### config.mk
export PLATFORM = sky130hd
export DESIGN_NAME = ultrasonic_scan_scheduler
export DESIGN_NICKNAME = d
export VERILOG_FILES = /design/src/rtl/ultrasonic_scan_scheduler.sv
export SDC_FILE = /design/constraint.sdc
export NUM_CORES = 1
export LEC_CHECK = 0
export BUFFER_PORTS_ARGS = -buffer_cell sky130_fd_sc_hd__buf_4
export CORE_AREA = 2 2 83 85
export CTS_BUF_LIST = sky130_fd_sc_hd__clkbuf_4 sky130_fd_sc_hd__clkbuf_8
export DETAILED_ROUTE_END_ITERATION = 7
export DIE_AREA = 0 0 85 87
export GPL_ROUTABILITY_DRIVEN = 0
export PLACE_DENSITY_LB_ADDON = 0.12
export SYNTH_ARGS = -nofsm -noshare
export SYNTH_HDL_FRONTEND = slang
export SYNTH_SLANG_ARGS = --single-unit
### constraint.sdc
create_clock -name clk -period 3 [get_ports clk]
set_input_delay 0.3 -clock clk [delete_from_list [all_inputs] [get_ports clk]]
set_output_delay 0.3 -clock clk [all_outputs]
set_load 0.02 [all_outputs]
### src/rtl/ultrasonic_scan_scheduler.sv
// rtl/ultrasonic_scan_scheduler.sv - round-robin ultrasonic trigger/echo scheduler
// One timing engine is shared by up to 4 sensors; results are published per sensor slot.
module ultrasonic_scan_scheduler #(
    parameter int NUM_SENSORS     = 2,
    parameter int CLK_PER_US      = 100,
    parameter int TRIG_US         = 10,
    parameter int ECHO_TIMEOUT_US = 30000,
    parameter int GAP_US          = 60000,
    parameter int US_PER_CM       = 58
) (
    input  logic                        clk,
    input  logic                        reset,
    input  logic                        enable,
    input  logic [NUM_SENSORS-1:0]      echo,
    output logic [NUM_SENSORS-1:0]      trig,
    output logic [NUM_SENSORS*10-1:0]   distance,
    output logic [NUM_SENSORS-1:0]      dist_valid,
    output logic [NUM_SENSORS-1:0]      timeout,
    output logic                        sample_pulse,
    output logic [1:0]                  sample_id,
    output logic                        busy
);

    localparam int MAX_A  = (TRIG_US > ECHO_TIMEOUT_US) ? TRIG_US : ECHO_TIMEOUT_US;
    localparam int MAX_US = (MAX_A > GAP_US) ? MAX_A : GAP_US;
    localparam int US_W   = $clog2(MAX_US + 1);
    localparam int PS_W   = $clog2(CLK_PER_US + 1);
    localparam int SUB_W  = $clog2(US_PER_CM + 1);
    localparam logic [9:0] CM_MAX = 10'd1023;

    typedef enum logic [2:0] {
        S_IDLE,
        S_TRIG,
        S_WAIT_ECHO,
        S_MEASURE,
        S_GAP
    } state_t;

    state_t                     state_q, state_d;
    logic [1:0]                 idx_q, idx_d;
    logic [PS_W-1:0]            presc_q, presc_d;
    logic [US_W-1:0]            us_q, us_d;
    logic [SUB_W-1:0]           sub_q, sub_d;
    logic [9:0]                 cm_q, cm_d;
    logic [NUM_SENSORS-1:0]     echo_meta_q, echo_meta_d;
    logic [NUM_SENSORS-1:0]     echo_sync_q, echo_sync_d;
    logic [NUM_SENSORS-1:0]     echo_prev_q, echo_prev_d;
    logic [NUM_SENSORS*10-1:0]  distance_q, distance_d;
    logic [NUM_SENSORS-1:0]     valid_q, valid_d;
    logic [NUM_SENSORS-1:0]     timeout_q, timeout_d;
    logic                       pulse_q, pulse_d;
    logic [1:0]                 sample_id_q, sample_id_d;

    logic [NUM_SENSORS-1:0]     idx_onehot;
    logic                       tick;
    logic                       echo_cur;
    logic                       echo_last;
    logic                       echo_rise;
    logic                       echo_fall;
    logic [SUB_W-1:0]           sub_nxt;
    logic [9:0]                 cm_nxt;
    logic                       finish_ok;
    logic                       finish_to;

    always_comb begin
        for (int i = 0; i < NUM_SENSORS; i++) begin
            idx_onehot[i] = (idx_q == 2'(i));
        end
    end

    assign tick      = (presc_q == PS_W'(CLK_PER_US - 1));
    assign echo_cur  = |(echo_sync_q & idx_onehot);
    assign echo_last = |(echo_prev_q & idx_onehot);
    assign echo_rise = echo_cur & ~echo_last;
    assign echo_fall = ~echo_cur & echo_last;

    // Tick-inclusive counts, so an echo falling on a tick cycle still counts that microsecond.
    always_comb begin
        sub_nxt = sub_q;
        cm_nxt  = cm_q;
        if (tick) begin
            if (sub_q == SUB_W'(US_PER_CM - 1)) begin
                sub_nxt = '0;
                if (cm_q != CM_MAX) begin
                    cm_nxt = cm_q + 10'd1;
                end
            end else begin
                sub_nxt = sub_q + 1'b1;
            end
        end
    end

    always_comb begin
        state_d     = state_q;
        idx_d       = idx_q;
        sub_d       = sub_q;
        cm_d        = cm_q;
        distance_d  = distance_q;
        valid_d     = valid_q;
        timeout_d   = timeout_q;
        pulse_d     = 1'b0;
        sample_id_d = sample_id_q;
        finish_ok   = 1'b0;
        finish_to   = 1'b0;
        echo_meta_d = echo;
        echo_sync_d = echo_meta_q;
        echo_prev_d = echo_sync_q;

        case (state_q)
            S_IDLE: begin
                if (enable) begin
                    state_d = S_TRIG;
                end
            end
            S_TRIG: begin
                if (tick && us_q == US_W'(TRIG_US - 1)) begin
                    state_d = S_WAIT_ECHO;
                end
            end
            S_WAIT_ECHO: begin
                if (echo_rise) begin
                    state_d = S_MEASURE;
                    sub_d   = '0;
                    cm_d    = '0;
                end else if (tick && us_q == US_W'(ECHO_TIMEOUT_US - 1)) begin
                    finish_to = 1'b1;
                end
            end
            S_MEASURE: begin
                sub_d = sub_nxt;
                cm_d  = cm_nxt;
                if (echo_fall) begin
                    finish_ok = 1'b1;
                end else if (tick && us_q == US_W'(ECHO_TIMEOUT_US - 1)) begin
                    finish_to = 1'b1;
                end
            end
            S_GAP: begin
                if (tick && us_q == US_W'(GAP_US - 1)) begin
                    idx_d   = (idx_q == 2'(NUM_SENSORS - 1)) ? 2'd0 : idx_q + 2'd1;
                    state_d = enable ? S_TRIG : S_IDLE;
                end
            end
            default: begin
                state_d = S_IDLE;
            end
        endcase

        // Only the active sensor's slot is written; the others hold.
        if (finish_ok || finish_to) begin
            state_d     = S_GAP;
            pulse_d     = 1'b1;
            sample_id_d = idx_q;
            for (int i = 0; i < NUM_SENSORS; i++) begin
                if (idx_onehot[i]) begin
                    distance_d[i*10 +: 10] = finish_ok ? cm_nxt : CM_MAX;
                    valid_d[i]             = finish_ok;
                    timeout_d[i]           = finish_to;
                end
            end
        end

        // Timebase restarts on every state entry so each state lasts whole microseconds.
        if (state_d != state_q || state_q == S_IDLE) begin
            presc_d = '0;
            us_d    = '0;
        end else if (tick) begin
            presc_d = '0;
            us_d    = us_q + 1'b1;
        end else begin
            presc_d = presc_q + 1'b1;
            us_d    = us_q;
        end
    end

    always_ff @(posedge clk) begin
        if (reset) begin
            state_q     <= S_IDLE;
            idx_q       <= '0;
            presc_q     <= '0;
            us_q        <= '0;
            sub_q       <= '0;
            cm_q        <= '0;
            echo_meta_q <= '0;
            echo_sync_q <= '0;
            echo_prev_q <= '0;
            distance_q  <= '0;
            valid_q     <= '0;
            timeout_q   <= '0;
            pulse_q     <= 1'b0;
            sample_id_q <= '0;
        end else begin
            state_q     <= state_d;
            idx_q       <= idx_d;
            presc_q     <= presc_d;
            us_q        <= us_d;
            sub_q       <= sub_d;
            cm_q        <= cm_d;
            echo_meta_q <= echo_meta_d;
            echo_sync_q <= echo_sync_d;
            echo_prev_q <= echo_prev_d;
            distance_q  <= distance_d;
            valid_q     <= valid_d;
            timeout_q   <= timeout_d;
            pulse_q     <= pulse_d;
            sample_id_q <= sample_id_d;
        end
    end

    assign trig         = (state_q == S_TRIG) ? idx_onehot : '0;
    assign busy         = (state_q != S_IDLE);
    assign distance     = distance_q;
    assign dist_valid   = valid_q;
    assign timeout      = timeout_q;
    assign sample_pulse = pulse_q;
    assign sample_id    = sample_id_q;

endmodule

# ---- After elaboration in Yosys (flattened, before gate mapping)
# Index checks and enable logic that the tools add are counted.
dict set report classes {
  bitwise 6
  reduce_logical 18
  mux 26
  n_addsub 5
  eq_ne 14
}
# operator count
set ops {}
lappend ops {{10-bit two-way mux} 5}
lappend ops {{10-bit one-hot mux with 2 select lines} 1}
lappend ops {{6-bit two-way mux} 3}
lappend ops {{16-bit by 1-bit adder with 16-bit output (second input constant)} 1}
lappend ops {{16-bit by 15-bit == test with 1-bit output (second input constant)} 1}
lappend ops {{16-bit == test (second input constant)} 1}
lappend ops {{16-bit by 4-bit == test with 1-bit output (second input constant)} 1}
lappend ops {{3-bit two-way mux} 5}
lappend ops {{3-bit one-hot mux with 5 select lines} 1}
lappend ops {{6-bit one-hot mux with 2 select lines} 1}
lappend ops {{10-bit by 1-bit adder with 10-bit output (second input constant)} 1}
lappend ops {{10-bit inequality test (second input constant)} 1}
lappend ops {{2-bit AND reduction} 4}
lappend ops {{7-bit by 1-bit adder with 7-bit output (second input constant)} 1}
lappend ops {{7-bit == test (second input constant)} 1}
lappend ops {{1-bit two-way mux} 7}
lappend ops {{6-bit by 1-bit adder with 6-bit output (second input constant)} 1}
lappend ops {{3-bit by 2-bit == test with 1-bit output (second input constant)} 2}
lappend ops {{6-bit == test (second input constant)} 1}
lappend ops {{2-bit OR reduction} 3}
lappend ops {{2-bit AND} 2}
lappend ops {{2-bit two-way mux} 2}
lappend ops {{2-bit inequality test (second input constant)} 2}
lappend ops {{3-bit by 1-bit == test with 1-bit output (second input constant)} 1}
lappend ops {{other kinds (15)} 20}
dict set report totals {
  word_cells 86
  regBits 77
  in_bits 5
  output_inout_bits 30
}

# ---- Depth between registers and ports, before layout
dict set report depth {
  word_depth 12
  ltp_mapped 8
  mapped_depth_nobuf 7
}

# ---- Worst setup path after synthesis
# No wires, ideal clock.
dict set report synth_timing {
  kind {reg-to-reg}
  startpoint {register cm_q[0]}
  endpoint {register distance_q[18], in the netlist distance[18]}
  n_path_buf 2
  period_less_slack_ns 2.093
  t_required_ns 2.914
  setup_ns 0.086
  path_slack_ns 0.907
  arrival_time_ns 2.007
  stages_incl_launch_ff 9
  path_cell_list {dfxtp_1 -> ha_1 -> nand2_1 -> or4_4 -> buf_6 -> and2_4 -> buf_6 -> a31o_4 -> a221oi_2}
}
dict set report synth_via {
  elab_chain_cells 5
  word_cells_on_any_way 6
  cone_classes {1 x add/sub; 1 x eq/ne; 4 x mux}
}
# item line_no
set synth_rtl {}
lappend synth_rtl {{from (decl)} 44} ;# logic [9:0] cm_q, cm_d;
lappend synth_rtl {{from (signal assigned)} 198} ;# cm_q <= cm_d;
lappend synth_rtl {{10-bit by 1-bit adder with 10-bit output or 10-bit inequality test (tied branches)} {85, 84}}
lappend synth_rtl {{10-bit two-way mux (*)} 84} ;# if (cm_q != CM_MAX) begin
lappend synth_rtl {{10-bit two-way mux (*)} 82} ;# if (sub_q == SUB_W'(US_PER_CM - 1)) begin
lappend synth_rtl {{10-bit two-way mux (*)} 81} ;# if (tick) begin
lappend synth_rtl {{10-bit two-way mux (*)} 156} ;# distance_d[i*10 +: 10] = finish_ok ? cm_nxt : CM_MAX;
lappend synth_rtl {{to (signal assigned)} 202} ;# distance_q <= distance_d;
lappend synth_rtl {{to (decl)} 48} ;# logic [NUM_SENSORS*10-1:0] distance_q, distance_d;
# Every way passes the cells marked *; elsewhere a longest branch is shown, timed or not.
# A chain may end at the register's enable or synchronous reset.

# ---- Worst setup path in the final report
dict set report layout_timing {
  startpoint {register presc_q[0]}
  endpoint {register distance_q[11], in the netlist distance[11]}
}
dict set report layout_via {
  elab_chain_cells 7
  word_cells_on_any_way 10
  cone_classes {1 x eq/ne; 6 x mux; 3 x reduce/logical}
}
# item line_no
set layout_rtl {}
lappend layout_rtl {{from (decl)} 41} ;# logic [PS_W-1:0] presc_q, presc_d;
lappend layout_rtl {{from (signal assigned)} 195} ;# presc_q <= presc_d;
lappend layout_rtl {{7-bit == test (*)} 71} ;# assign tick = (presc_q == PS_W'(CLK_PER_US - 1));
lappend layout_rtl {{1-bit logical AND} {125, 134}}
lappend layout_rtl {{1-bit two-way mux} {125, 134}}
lappend layout_rtl {{1-bit two-way mux, on equally long branches} {132, 121}}
lappend layout_rtl {{1-bit one-hot mux with 2 select lines} 109} ;# case (state_q)
lappend layout_rtl {{1-bit logical OR} 150} ;# if (finish_ok || finish_to) begin
lappend layout_rtl {{2-bit AND reduction (no line)} --}
# Marked as above.

==> results.txt <==
The filler cell count in the final layout is 565. The half-perimeter wire length of the detailed placement result is 6.118 mm. The count of yosys warnings during synthesis came out at 0. After detailed routing, the number of remaining DRC violations is 0.

The number of antenna repair diodes is 0. The global routing usage summed across all routing layers is 24.18%. The number of pins with negative max-slew slack in the final report is 0. The post-synthesis compound-gate area fraction is 15.74%. The aggregate negative setup slack is 0 ns. Timing would allow up to 0.4094 GHz.

The parity-gate share of the synthesized area counting xor and xnor cells is 7.376%. The worst-case IR drop observed on VDD is 0.0003334 V. Counting I/O delays and the setup requirement, the final critical path takes 2.442 ns.

The overflow left after global routing came out at 0. The setup violation total in the final timing report is 0. The number of top-level design ports came out at 35. Leaving out fill and tap cells, the most frequent cell in the layout is sky130_fd_sc_hd__dfxtp_1. The number of I/O port buffers is 34. The via count is 3260. Among all stages on the critical path, the largest delay is contributed by sky130_fd_sc_hd__mux2i_1.

The overall die area came out at 7395 µm². The horizontal die dimension is 85 µm. The max-slew headroom at the worst pin came out at 54.41%.

The data required time of the worst path came out at 3.21 ns. The peak fanout along the critical path is 16. Among cell families on the critical path, the largest total delay comes from simple AND/OR/NAND/NOR gates. The number of design-rule violations left by the first detailed-router iteration is 149. The count of maximum capacitance violations is 0. Synthesis inferred 77 register bits. The fraction of registers with async set/reset came out at 0%. The most critical setup path has its endpoint at distance[11]$_SDFFE_PP0P_.

The reg-to-reg critical path endpoint is distance[11]$_SDFFE_PP0P_. The maximum number of pins on one net before global-route repair is 54. The first global-routing pass estimated 14.35 mm of wire. The hold violation total from the final report came out at 0. The critical path goes through ha_1 > nand4b_1 > nor4_4 > buf_4 > and2_4 > mux2i_1 > a221oi_1. The routed design has 8.588 mm of wire. The clock tree from TritonCTS is done.

The core box area came out at 6569 µm². The synthesized netlist cell count came out at 430. The via count of the first global-routing pass is 3004. The synthesized netlist contains 65 unique library cells. Summing all placed instances gives a cell area of 4036 µm².

The clock latency at the later pin of the worst-skew pair came out at 0.35 ns. The kind of critical path is reg2reg. The cell area power density came out at 467.5 nW/µm².

The growth of design area from synthesis to finish came out at 12.35%. In the finished design, the share of the clock period the worst path needs comes to 81.41%. The flow ran to the end, and the final reports show no timing, DRC or antenna violations. The post-CTS repair timing setup buffer count is 0. The launch point of the worst path is presc_q[0]$_SDFF_PP0_. The fraction of synthesized area in multiplexers came out at 0.5268%. The worst-margin pin slew is 0.6744 ns. The worst setup path is launched from a flip-flop. The startpoint identified for the worst register-to-register timing path is presc_q[0]$_SDFF_PP0_.

In the post-synthesis netlist, the biggest area contributors are sky130_fd_sc_hd__dfxtp_1 41%, sky130_fd_sc_hd__a221oi_1 4.1%, sky130_fd_sc_hd__xnor2_1 3.9%. The net total in the final layout is 465. The post-synthesis net count is 441. The number of enable-type register cells in the synthesized netlist is 0. The number of gates resized after CTS came out at 0. The adder-cell area share of the yosys netlist came out at 1.976%. The share of the yosys chip area belonging to registers is 40.57%. The biggest area contributor in the post-synthesis netlist is sky130_fd_sc_hd__dfxtp_1. The share of the synthesized area in the top cell type is 40.57%. The static leakage is 1.441 nW. The clock passes through at most 2 buffers.

Hold repair after CTS inserted 0 buffers. The post-route standard cell area excluding fillers is 4269 µm². The cell count of the worst reg-to-reg path came out at 7. The TritonCTS sink count came out at 77. The worst register-to-register path has a setup slack of 0.56 ns.

The most used flip-flop cell after synthesis is sky130_fd_sc_hd__dfxtp_1. After synthesis, the largest family of logic cells by area is simple AND/OR/NAND/NOR gates. The initial standard-cell utilization of the core is 57.85%. Dividing the detail-routed wire length by the instance count gives 15.93 µm. Of the cells placed in the final design, the portion with a size suffix greater than 1 is 16.78%.

The floorplan has 30 rows. The library cells used most frequently in the layout, excluding fill and tap cells, are 77 x sky130_fd_sc_hd__dfxtp_1, 41 x sky130_fd_sc_hd__buf_4, 37 x sky130_fd_sc_hd__nor2_1. The height of the die came out at 87 µm. The class of the tightest hold or removal check is in2reg. Setup repair after global routing left no endpoint under its margin. Clock tree synthesis selected as its root buffer the cell sky130_fd_sc_hd__clkbuf_8. A synthesized cell averages 8.837 µm². The clock arrives with 0.008235 ns of skew.

The clock transition at the register clock pins on the worst setup and hold paths after CTS is 0.08 ns. The number of antenna-violating nets in the routed design is 0. The total iterations of the first detailed-routing run came out at 5. The maximum level of the CTS H-tree is 3. The kind of end point of the critical path is a flip-flop.

For the worst setup path, the data arrival time is 2.66 ns. The netlist area before placement came out at 3800 µm². Of the total synthesized cell area, the portion taken by AND, OR, NAND and NOR gates is 27.33%. Together, buffers and inverters on the worst path number 1. The post-detailed-route via-to-cell ratio came out at 6.048. The number of buffers inserted during clock tree synthesis is 9.

The number of antenna violations at the first check in global routing is 0. The number of logic stages on the critical path including buffering is 7. The peak per-stage delay on the critical path is 0.39 ns.
[kinds of logic (layout without fill, tap and decap cells)]
logic type,count (synthesis),count (layout)
AOI/OAI and AO/OA,81,81
xor gates and xnor gates,32,32
adders and majority gates,6,6
buffers and inverters,48,77
DFF,77,77
muxes,2,2
and+or+nand+nor,184,184
[synthesized netlist by cell type (all sizes together) (3+ instances only)]
master / count
dfxtp: 77
nor2: 37
nand2: 27
nor3: 26
nand3: 21
a221oi: 20
inv: 20
a21oi: 17
xnor2: 17
o21ai: 15
xor2: 15
clkbuf: 14
nand4: 14
buf: 12
nor4: 9
nor2b: 8
and2: 7
a211oi: 6
a31oi: 6
ha: 6
or3: 6
a41oi: 5
nor4b: 5
and4: 4
or4: 3
[stage by stage]
stage / util [%] / hold WS (ns) / total power, mW / setup slack, ns / cells
final: 64.99 / 0.1603 / 1.996 / 0.5577 / 539
after global routing: 64.99 / 0.1574 / 2.066 / 0.3762 / 539
after CTS: 64.99 / 0.1552 / 2.011 / 0.5722 / 539
after detailed placement: 61.45 / 0.4477 / 1.121 / 0.5893 / 523
after global placement: 61.45 / 0.4172 / 1.120 / 0.6100 / 523
after floorplan: - / 0.4138 / 1.102 / 0.9069 / 430
[cell type report]
type                            count  area (µm²)  area share [%]
Multi-Input combinational cell    305        2012           47.13
Sequential cell                    77        1541           36.11
Timing Repair Buffer               41       307.8           7.210
Clock buffer                       10       137.6           3.224
Tap cell                           80       100.1           2.345
Clock inverter                      6       95.09           2.227
Inverter                           20       75.07           1.759
[per-layer routing]
metal	GRT usage [%]	vias to the layer above	wire, µm
met5	0	-	0
met4	11.69	0	263
met3	3.981	20	279
met2	41.90	77	4343
met1	29.20	1542	3702
li1	-	1621	-
[sequential cells by signal, summed over array words and instances (netlist names)]
register / flops
echo_meta_q: 2
sub_q: 6
sample_id: 2
cm_q: 10
echo_prev_d: 2
dist_valid: 2
distance: 20
echo_prev_q: 2
sample_pulse: 1
presc_q: 7
idx_q: 2
us_q: 16
state_q: 3
timeout: 2
[worst min-delay path by stage]
stage	startpoint	to	slack [ns]	cells past startpoint
after global routing	echo[1]	echo_meta_q[1]$_SDFF_PP0_	0.16	2
after floorplan	echo_meta_q[0]$_SDFF_PP0_	echo_prev_d[0]$_SDFF_PP0_	0.41	1
after detailed placement	echo_meta_q[1]$_SDFF_PP0_	echo_prev_d[1]$_SDFF_PP0_	0.45	1
after global placement	echo_meta_q[0]$_SDFF_PP0_	echo_prev_d[0]$_SDFF_PP0_	0.42	1
final	echo[1]	echo_meta_q[1]$_SDFF_PP0_	0.16	2
after CTS	echo[1]	echo_meta_q[1]$_SDFF_PP0_	0.16	2
[where the power goes]
part | internal (mW) | switching [mW] | leakage (nW)
Clock | 0.498 | 0.402 | 0.117
Sequential | 1.03 | 0.00512 | 0.621
Combinational | 0.0206 | 0.0440 | 0.703
Total | 1.54 | 0.451 | 1.44
Note: power is estimated with default switching activity, not from simulation.
